$ cat config.mk
export PLATFORM = sky130hd
export DESIGN_NAME = led_source_arbiter_flat
export DESIGN_NICKNAME = d
export VERILOG_FILES = /design/src/rtl/led_source_arbiter_if.sv /design/src/rtl/led_source_arbiter.sv /design/src/flat_wrapper.sv
export SDC_FILE = /design/constraint.sdc
export NUM_CORES = 1
export LEC_CHECK = 0
export ABC_AREA = 1
export BUFFER_PORTS_ARGS = -buffer_cell sky130_fd_sc_hd__buf_4
export CORE_UTILIZATION = 52
export CTS_BUF_LIST = sky130_fd_sc_hd__clkbuf_8
export CTS_CLUSTER_DIAMETER = 100
export DETAILED_ROUTE_END_ITERATION = 7
export PLACE_DENSITY_LB_ADDON = 0.05
export REMOVE_ABC_BUFFERS = 1
export SLEW_MARGIN = 15
export SYNTH_ARGS = -nofsm -noshare
export SYNTH_HDL_FRONTEND = slang
export SYNTH_SLANG_ARGS = --single-unit
export TNS_END_PERCENT = 10
$ cat constraint.sdc
create_clock -name clk -period 3.12 [get_ports clk]
set_input_delay 0.624 -clock clk [delete_from_list [all_inputs] [get_ports clk]]
set_output_delay 0.624 -clock clk [all_outputs]
set_load 0.1 [all_outputs]
$ cat src/rtl/led_source_arbiter_if.sv
// Bus between the CPU debug taps and the display arbiter: four requesters in,
// the selected owner and its registered display value out.
interface led_source_arbiter_if;
    logic [3:0]  req;
    logic [31:0] data0;
    logic [31:0] data1;
    logic [31:0] data2;
    logic [31:0] data3;
    logic        hold;
    logic [3:0]  grant;
    logic [1:0]  src;
    logic [31:0] Leddata;
    logic        busy;

    modport master (
        output req, data0, data1, data2, data3, hold,
        input  grant, src, Leddata, busy
    );

    modport slave (
        input  req, data0, data1, data2, data3, hold,
        output grant, src, Leddata, busy
    );
endinterface

$ cat src/rtl/led_source_arbiter.sv
// Round-robin time-sharing of the 8-digit display between four 32-bit debug
// sources, with a minimum dwell per owner and a registered Leddata output.
module led_source_arbiter #(
    parameter int unsigned N_DWELL = 50_000_000
) (
    input logic                 clk,
    input logic                 rst,
    led_source_arbiter_if.slave bus
);
    localparam logic [0:0] ST_IDLE = 1'b0;
    localparam logic [0:0] ST_OWN  = 1'b1;
    localparam logic [31:0] CNT_LAST = 32'(N_DWELL - 1);

    typedef struct packed {
        logic       found;
        logic [1:0] idx;
    } pick_t;

    logic [0:0]  state, nxt_state;
    logic [1:0]  owner, nxt_owner;
    logic [1:0]  last, nxt_last;
    logic [31:0] cnt, nxt_cnt;
    logic [31:0] sel_data;
    pick_t       pick_all, pick_oth;

    // First set bit scanning upward from base+1 with wrap; base itself is last.
    function automatic pick_t rr_pick(input logic [3:0] r, input logic [1:0] base);
        pick_t      p;
        logic [1:0] idx;
        p = '0;
        for (int i = 1; i <= 4; i++) begin
            idx = base + 2'(i);
            if (!p.found && r[idx]) begin
                p.found = 1'b1;
                p.idx   = idx;
            end
        end
        return p;
    endfunction

    // In OWN, last always equals owner, so both scans start just past the owner.
    assign pick_all = rr_pick(bus.req, last);
    assign pick_oth = rr_pick(bus.req & ~(4'b0001 << owner), owner);

    always_comb begin
        nxt_state = state;
        nxt_owner = owner;
        nxt_last  = last;
        nxt_cnt   = cnt;
        case (state)
            ST_IDLE: begin
                if (pick_all.found) begin
                    nxt_state = ST_OWN;
                    nxt_owner = pick_all.idx;
                    nxt_last  = pick_all.idx;
                    nxt_cnt   = '0;
                end
            end
            default: begin
                if (!bus.req[owner]) begin
                    // Release beats hold and terminal count.
                    nxt_cnt = '0;
                    if (pick_all.found) begin
                        nxt_owner = pick_all.idx;
                        nxt_last  = pick_all.idx;
                    end else begin
                        nxt_state = ST_IDLE;
                        nxt_owner = '0;
                    end
                end else if (bus.hold) begin
                    nxt_cnt = cnt;
                end else if (cnt == CNT_LAST) begin
                    nxt_cnt = '0;
                    if (pick_oth.found) begin
                        nxt_owner = pick_oth.idx;
                        nxt_last  = pick_oth.idx;
                    end
                end else begin
                    nxt_cnt = cnt + 32'd1;
                end
            end
        endcase
    end

    always_comb begin
        sel_data = bus.data0;
        case (nxt_owner)
            2'd1:    sel_data = bus.data1;
            2'd2:    sel_data = bus.data2;
            2'd3:    sel_data = bus.data3;
            default: sel_data = bus.data0;
        endcase
    end

    always_ff @(posedge clk) begin
        if (rst) begin
            state       <= ST_IDLE;
            owner       <= '0;
            last        <= 2'd3;
            cnt         <= '0;
            bus.grant   <= '0;
            bus.src     <= '0;
            bus.busy    <= 1'b0;
            bus.Leddata <= '0;
        end else begin
            state     <= nxt_state;
            owner     <= nxt_owner;
            last      <= nxt_last;
            cnt       <= nxt_cnt;
            bus.busy  <= (nxt_state == ST_OWN);
            bus.grant <= (nxt_state == ST_OWN) ? (4'b0001 << nxt_owner) : 4'b0000;
            bus.src   <= (nxt_state == ST_OWN) ? nxt_owner : 2'd0;
            // Live value of the post-update owner; IDLE keeps the last shown value.
            if (nxt_state == ST_OWN)
                bus.Leddata <= sel_data;
        end
    end
endmodule
$ cat src/flat_wrapper.sv
// flat-port wrapper written by rule: the top's interface ports become plain ports
module led_source_arbiter_flat 
#(
    parameter int unsigned N_DWELL = 50_000_000
)
  (clk, rst, bus_req, bus_data0, bus_data1, bus_data2, bus_data3, bus_hold, bus_grant, bus_src, bus_Leddata, bus_busy);
  led_source_arbiter_if bus_i ();
  input logic clk;
  input logic rst;
  input wire logic [$bits(bus_i.req)-1:0] bus_req;
  input wire logic [$bits(bus_i.data0)-1:0] bus_data0;
  input wire logic [$bits(bus_i.data1)-1:0] bus_data1;
  input wire logic [$bits(bus_i.data2)-1:0] bus_data2;
  input wire logic [$bits(bus_i.data3)-1:0] bus_data3;
  input wire logic [$bits(bus_i.hold)-1:0] bus_hold;
  output wire logic [$bits(bus_i.grant)-1:0] bus_grant;
  output wire logic [$bits(bus_i.src)-1:0] bus_src;
  output wire logic [$bits(bus_i.Leddata)-1:0] bus_Leddata;
  output wire logic [$bits(bus_i.busy)-1:0] bus_busy;
  assign bus_i.req = bus_req;
  assign bus_i.data0 = bus_data0;
  assign bus_i.data1 = bus_data1;
  assign bus_i.data2 = bus_data2;
  assign bus_i.data3 = bus_data3;
  assign bus_i.hold = bus_hold;
  assign bus_grant = bus_i.grant;
  assign bus_src = bus_i.src;
  assign bus_Leddata = bus_i.Leddata;
  assign bus_busy = bus_i.busy;
  led_source_arbiter #(.N_DWELL(N_DWELL)) u_core (.clk(clk), .rst(rst), .bus(bus_i));
endmodule
# After elaboration in Yosys (flattened, before gate mapping)
# Index checks and enable logic that the tools add are counted.
word_totals:
  register_bits: 75
  elab_cells: 98
  inputBits: 135
op_classes:
  mux: 48
  n_eq_ne: 7
  n_shift: 2
  magnitude_cmp: 8
  addsub: 7
  n_reduce_logical: 16
  n_bitwise: 3
op_table:
  columns: ["op", "count"]
  rows:
  - ["two-way mux 32 bit", 5]
  - ["case mux 32 bit (3 select lines)", 1]
  - ["adder 32 x 1 -> 32 bit, second input constant", 1]
  - ["== test 32 x 26 -> 1 bit, second input constant", 1]
  - ["two-way mux 2 bit", 13]
  - ["< comparator 2 x 3 -> 1 bit, second input constant", 8]
  - ["two-way mux 3 bit", 8]
  - ["binary-select mux 1 bit (select 2 bit)", 9]
  - ["two-way mux 1 bit", 12]
  - ["inequality test 3 bit, second input constant", 3]
  - ["adder 2 bit, second input constant", 4]
  - ["<< shifter 1 x 2 -> 4 bit, first input constant", 2]
  - ["logical AND 1 bit", 6]
  - ["logical NOT 1 bit", 6]
  - ["adder 2 x 1 -> 2 bit, second input constant", 2]
  - ["AND 4 bit", 1]
  - ["== test 2 bit, second input constant", 2]
  - ["NOT 4 bit", 1]
  - ["AND reduction 3 bit", 1]
  - ["== test 2 x 1 -> 1 bit, second input constant", 1]
  - ["AND reduction 2 bit", 1]
  - ["nonzero test 2 bit", 1]
  - ["OR reduction 2 bit", 1]
  - ["NOT 1 bit", 1]

# Longest topological paths before layout
depth:
  word_depth: 22
  mapped_depth: 20
  mapped_depth_nobuf: 18

# Worst setup path after synthesis
# OpenSTA, ideal clock, no wires.
synth_path:
  path_kind: "reg2reg"
  start: "reg, netlist name u_core.bus.busy"
  end: "reg u_core.bus.Leddata[19]"
  setup_time_ps: 115
  stages_incl_launch_ff: 12
  path_buffers: 2
  arrival_ps: 2377
  synth_period_minus_slack_ps: 2493
  path_slack_ps: 627
  path_cell_list: "dfxtp_1 -> inv_1 -> nor2_4 -> nand4_1 -> nand3_4 -> nand3_4 -> buf_6 -> buf_6 -> nor2_1 -> nor2_1 -> nand2_1 -> nand2_1"
synth_lines:
  columns: ["item", "line_no", "rtl"]
  rows:
  - ["end signal, assigned", "led_source_arbiter.sv:115", "bus.Leddata <= sel_data;"]
  - ["end, declared", "led_source_arbiter_if.sv:22", "output grant, src, Leddata, busy"]

# Final worst setup path
layout_path:
  start: "reg u_core.owner[1]"
  end: "reg u_core.bus.Leddata[19]"
layout_via:
  elab_chain_cells: 22
  word_cells_on_any_way: 38
layout_rtl:
  columns: ["item", "line_no", "rtl"]
  rows:
  - ["start, declared", "led_source_arbiter.sv:20", "logic [1:0] owner, nxt_owner;"]
  - ["start signal, assigned", "led_source_arbiter.sv:107", "owner <= nxt_owner;"]
  - ["branches (longest 22 deep; another with adder 2 x 1 -> 2 bit)", null, null]
# Parallel ways; which one is timed is not known. The select of a mux whose other input is x is not followed.
# A chain may end at the register's enable or synchronous reset.

==> flow_summary.yaml <==
placement:
  io_buffer_count: 173
  dpl.hpwl_um: 11730
  dpl_cell_area_mm2: 0.006330
  place_inst: 1096
  gp_congestion: 0.9142
  dpl_worst_slack_ns: 0.1345
setup_path:
  endpoint_kind: "flip-flop"
  cp.required_ns: 3.41
  crit_family: "simple AND/OR/NAND/NOR gates"
  critical_path_depth: 16
  crit_fanout: 33
  cp_slowest_cell: "dfxtp_2"
  path_cells: "inv_2 > ha_1 > inv_1 > nand3_1 > nand2_1 > inv_2 > nand4_1 > nand2_1 > nand2_2 > nand3_4 > nand2_8 > buf_4 > nand3_1 > nand3_1 > nand2_1 > nand2_1"
  cp-start-kind: "flip-flop"
  cp_common_cell: "nand2_1"
  crit_end: "u_core.bus.Leddata[19]$_SDFFE_PP0N_"
  cpPeakStageDelay_ns: 0.43
  reg2reg_depth: 16
  path_class: "flip-flop to flip-flop"
  r2r_slack_ns: 0.28
  rr_startpoint: "u_core.owner[1]$_SDFF_PP0_"
  startpoint: "u_core.owner[1]$_SDFF_PP0_"
  path_buf_inv: 4
  r2r-end: "u_core.bus.Leddata[19]$_SDFFE_PP0N_"
  worstPathArrival_ns: 3.13
floorplanning:
  dieArea_mm2: 0.01006
  io_pins: 174
  placement_rows: 35
  start_util: 0.5412
  die_height_um: 100.3
  core_mm2: 0.009284
  fp.dieW_um: 100.3
synthesis:
  synth-edff-count: 0
  synth_area_leader_cell: "dfxtp_1"
  synth_flop_cell: "dfxtp_1"
  synth_compound_area_frac: 0.08566
  seq_area_frac_synth: 0.2988
  synth_area_leaders: "dfxtp_1 (30%), nand2_1 (18%), nand3_1 (11%)"
  synthSimpleGateAreaFrac: 0.4851
  syn-cell-area_mm2: 0.005025
  ys_top_cells_by_count: "nand2_1 (241), nand3_1 (110), nor2_1 (101)"
  ys_types: 38
  synth_top_area_frac: 0.2988
  ys_async_sr_fraction: 0
  syn_avg_cell_area_um2: 6.098
  synth_fa_ha_area_frac: 0.01245
  synthMuxAreaShare: 0
  synth_seq_cells: 75
  yosysMostFrequentCell: "nand2_1"
  yosysWarnings: 0
  synth_top_family_by_area: "simple AND/OR/NAND/NOR gates"
  synth_xor_area_frac: 0.006972
  synth_cells: 824
run:
  drv_cap: 0
clock_network:
  htreeDepth: 3
  cts.sinks: 75
  cts_tree: "yes"
  clk_path_buf_depth: 2
  cts.clk_slew.worst_paths_ns: 0.07
  insertion_delay_ns: 0.35
  clock-root-buffer: "clkbuf_8"
  post-cts-setup-buffer-count: 0
  cts_buffers: 9
status:
  status: "complete, no violations"
layout:
  instances_no_fill: 1112
  diodes: 0
  area_growth_pct: 30.08
  final_core_util: 0.7040
  nets: 1118
  final_area_mm2: 0.006536
  drive_above_1_share: 0.2411
sta:
  finalSetupTns_ns: 0
  finalSetupViolCount: 0
  fin_crit_sh: 0.9111
  finalClockSkew_ns: 0.009798
  rsz0062_at_grt: "no"
  slew_viol_final: 0
  finalHoldViolations: 0
  slew_headroom: 0.6774
  hold_ws_ns: 0.4589
  tightest_slew_ns: 0.4839
  max_freq_ghz: 0.3518
  fin_ws_ns: 0.2774
  fin_crit_ns: 2.843
routing:
  drt_iter0_drc: 308
  via_count: 5940
  drt-vias-per-instance: 5.342
  firstDrtPassIters: 5
  drt-total-wl_um: 15520
  ant_nets: 0
  wire_per_inst_um: 13.96
  drc: 0
worst_hold_path:
  hold_path_class: "flip-flop to flip-flop"
  hold_path_depth: 2
global_routing:
  antenna_found_initial: 0
  grt_pass1_wl_um: 25250
  grt_usage: 0.3115
  grt_remaining_overflow: 0
  grt_start_max_net_pins: 50
  grt_pass1_vias: 5604
power:
  ir_drop_mv: 0.6551
  p_leak_nw: 3.173
  total_power_mw: 7.630
  power_density_mw_per_mm2: 1167
==> worst min-delay path by stage <==
stage	start	end	slack, ns
detailed placement	u_core.bus.Leddata[16]$_SDFFE_PP0N_	u_core.bus.Leddata[16]$_SDFFE_PP0N_	0.44
floorplan	u_core.cnt[23]$_SDFFE_PP0P_	u_core.cnt[23]$_SDFFE_PP0P_	0.44
CTS	u_core.bus.Leddata[17]$_SDFFE_PP0N_	u_core.bus.Leddata[17]$_SDFFE_PP0N_	0.46
finish	u_core.bus.Leddata[30]$_SDFFE_PP0N_	u_core.bus.Leddata[30]$_SDFFE_PP0N_	0.46
global route	u_core.bus.Leddata[16]$_SDFFE_PP0N_	u_core.bus.Leddata[16]$_SDFFE_PP0N_	0.47
global placement	u_core.bus.Leddata[0]$_SDFFE_PP0N_	u_core.bus.Leddata[0]$_SDFFE_PP0N_	0.44
==> state kept, by name, indices dropped and copies added, names as in the netlist <==
signal and count:
u_core.bus.Leddata 32, u_core.bus.busy 1, u_core.bus.grant 4, u_core.bus.src 2
u_core.cnt 32, u_core.last 2, u_core.owner 2
==> timing repair <==
action | in CTS | in global routing
endpoints found under the setup margin | 0 | 32
hold buffers | 0 | 0
gates resized for setup | 0 | 4
==> layout by cell type, fill, tap and decap left out, types with 2 or more instances in the layout <==
cell type / instances
buf_4: 180
nand3_1: 110
o21ai_0: 30
a211oi_1: 4
inv_4: 3
nor2_1: 100
nand4_1: 31
a21oi_1: 28
clkinv_2: 3
nand2_4: 2
nor3_1: 22
nand3_4: 3
o21ai_1: 5
nor2_4: 2
nor4_1: 6
inv_1: 78
clkbuf_8: 10
a31oi_1: 2
nor2_2: 6
inv_2: 6
ha_1: 5
nand2_1: 241
xor2_1: 4
dfxtp_1: 74
nand2_2: 10
o21a_1: 3
==> final cells by class <==
cell class,count,area [um2]
sequential,75,1503
tap,129,161.4
clock inverter,6,56.30
fill,829,2748
timing repair buffer,181,1371
multi-input combinational,625,2977
inverter,86,330.3
clock buffer,10,137.6
==> worst reg2reg max path: stages, from the launching register on <==
cell,delay [ns]
dfxtp_2,0.43
inv_2,0.10
ha_1,0.33
inv_1,0.11
nand3_1,0.11
nand2_1,0.11
inv_2,0.06
nand4_1,0.12
nand2_1,0.08
nand2_2,0.12
nand3_4,0.28
nand2_8,0.30
buf_4,0.28
nand3_1,0.11
nand3_1,0.13
nand2_1,0.07
nand2_1,0.05
==> logic make-up (layout without fill, tap and decap cells) <==
group / count (synthesis) / count (layout)
and+or+nand+nor: 539 / 539
DFF: 75 / 75
xor gates and xnor gates: 4 / 4
adders and majority gates: 5 / 5
AOI/OAI and AO/OA: 77 / 77
buffers and inverters: 124 / 283
==> layer usage <==
metal	GRT usage	share of wire	up-vias
met5	0	0	-
met4	0.1360	0.034	0
met3	0.07799	0.077	43
met2	0.5395	0.49	233
met1	0.3636	0.40	2690
li1	-	-	2974
==> where the power goes <==
group / switching, mW / total [mW] / internal [mW]
registers: 0.162 / 1.37 / 1.21
logic: 4.07 / 5.52 / 1.45
clock network: 0.357 / 0.742 / 0.384
total: 4.59 / 7.63 / 3.04
(Power assumes the default switching activity.)
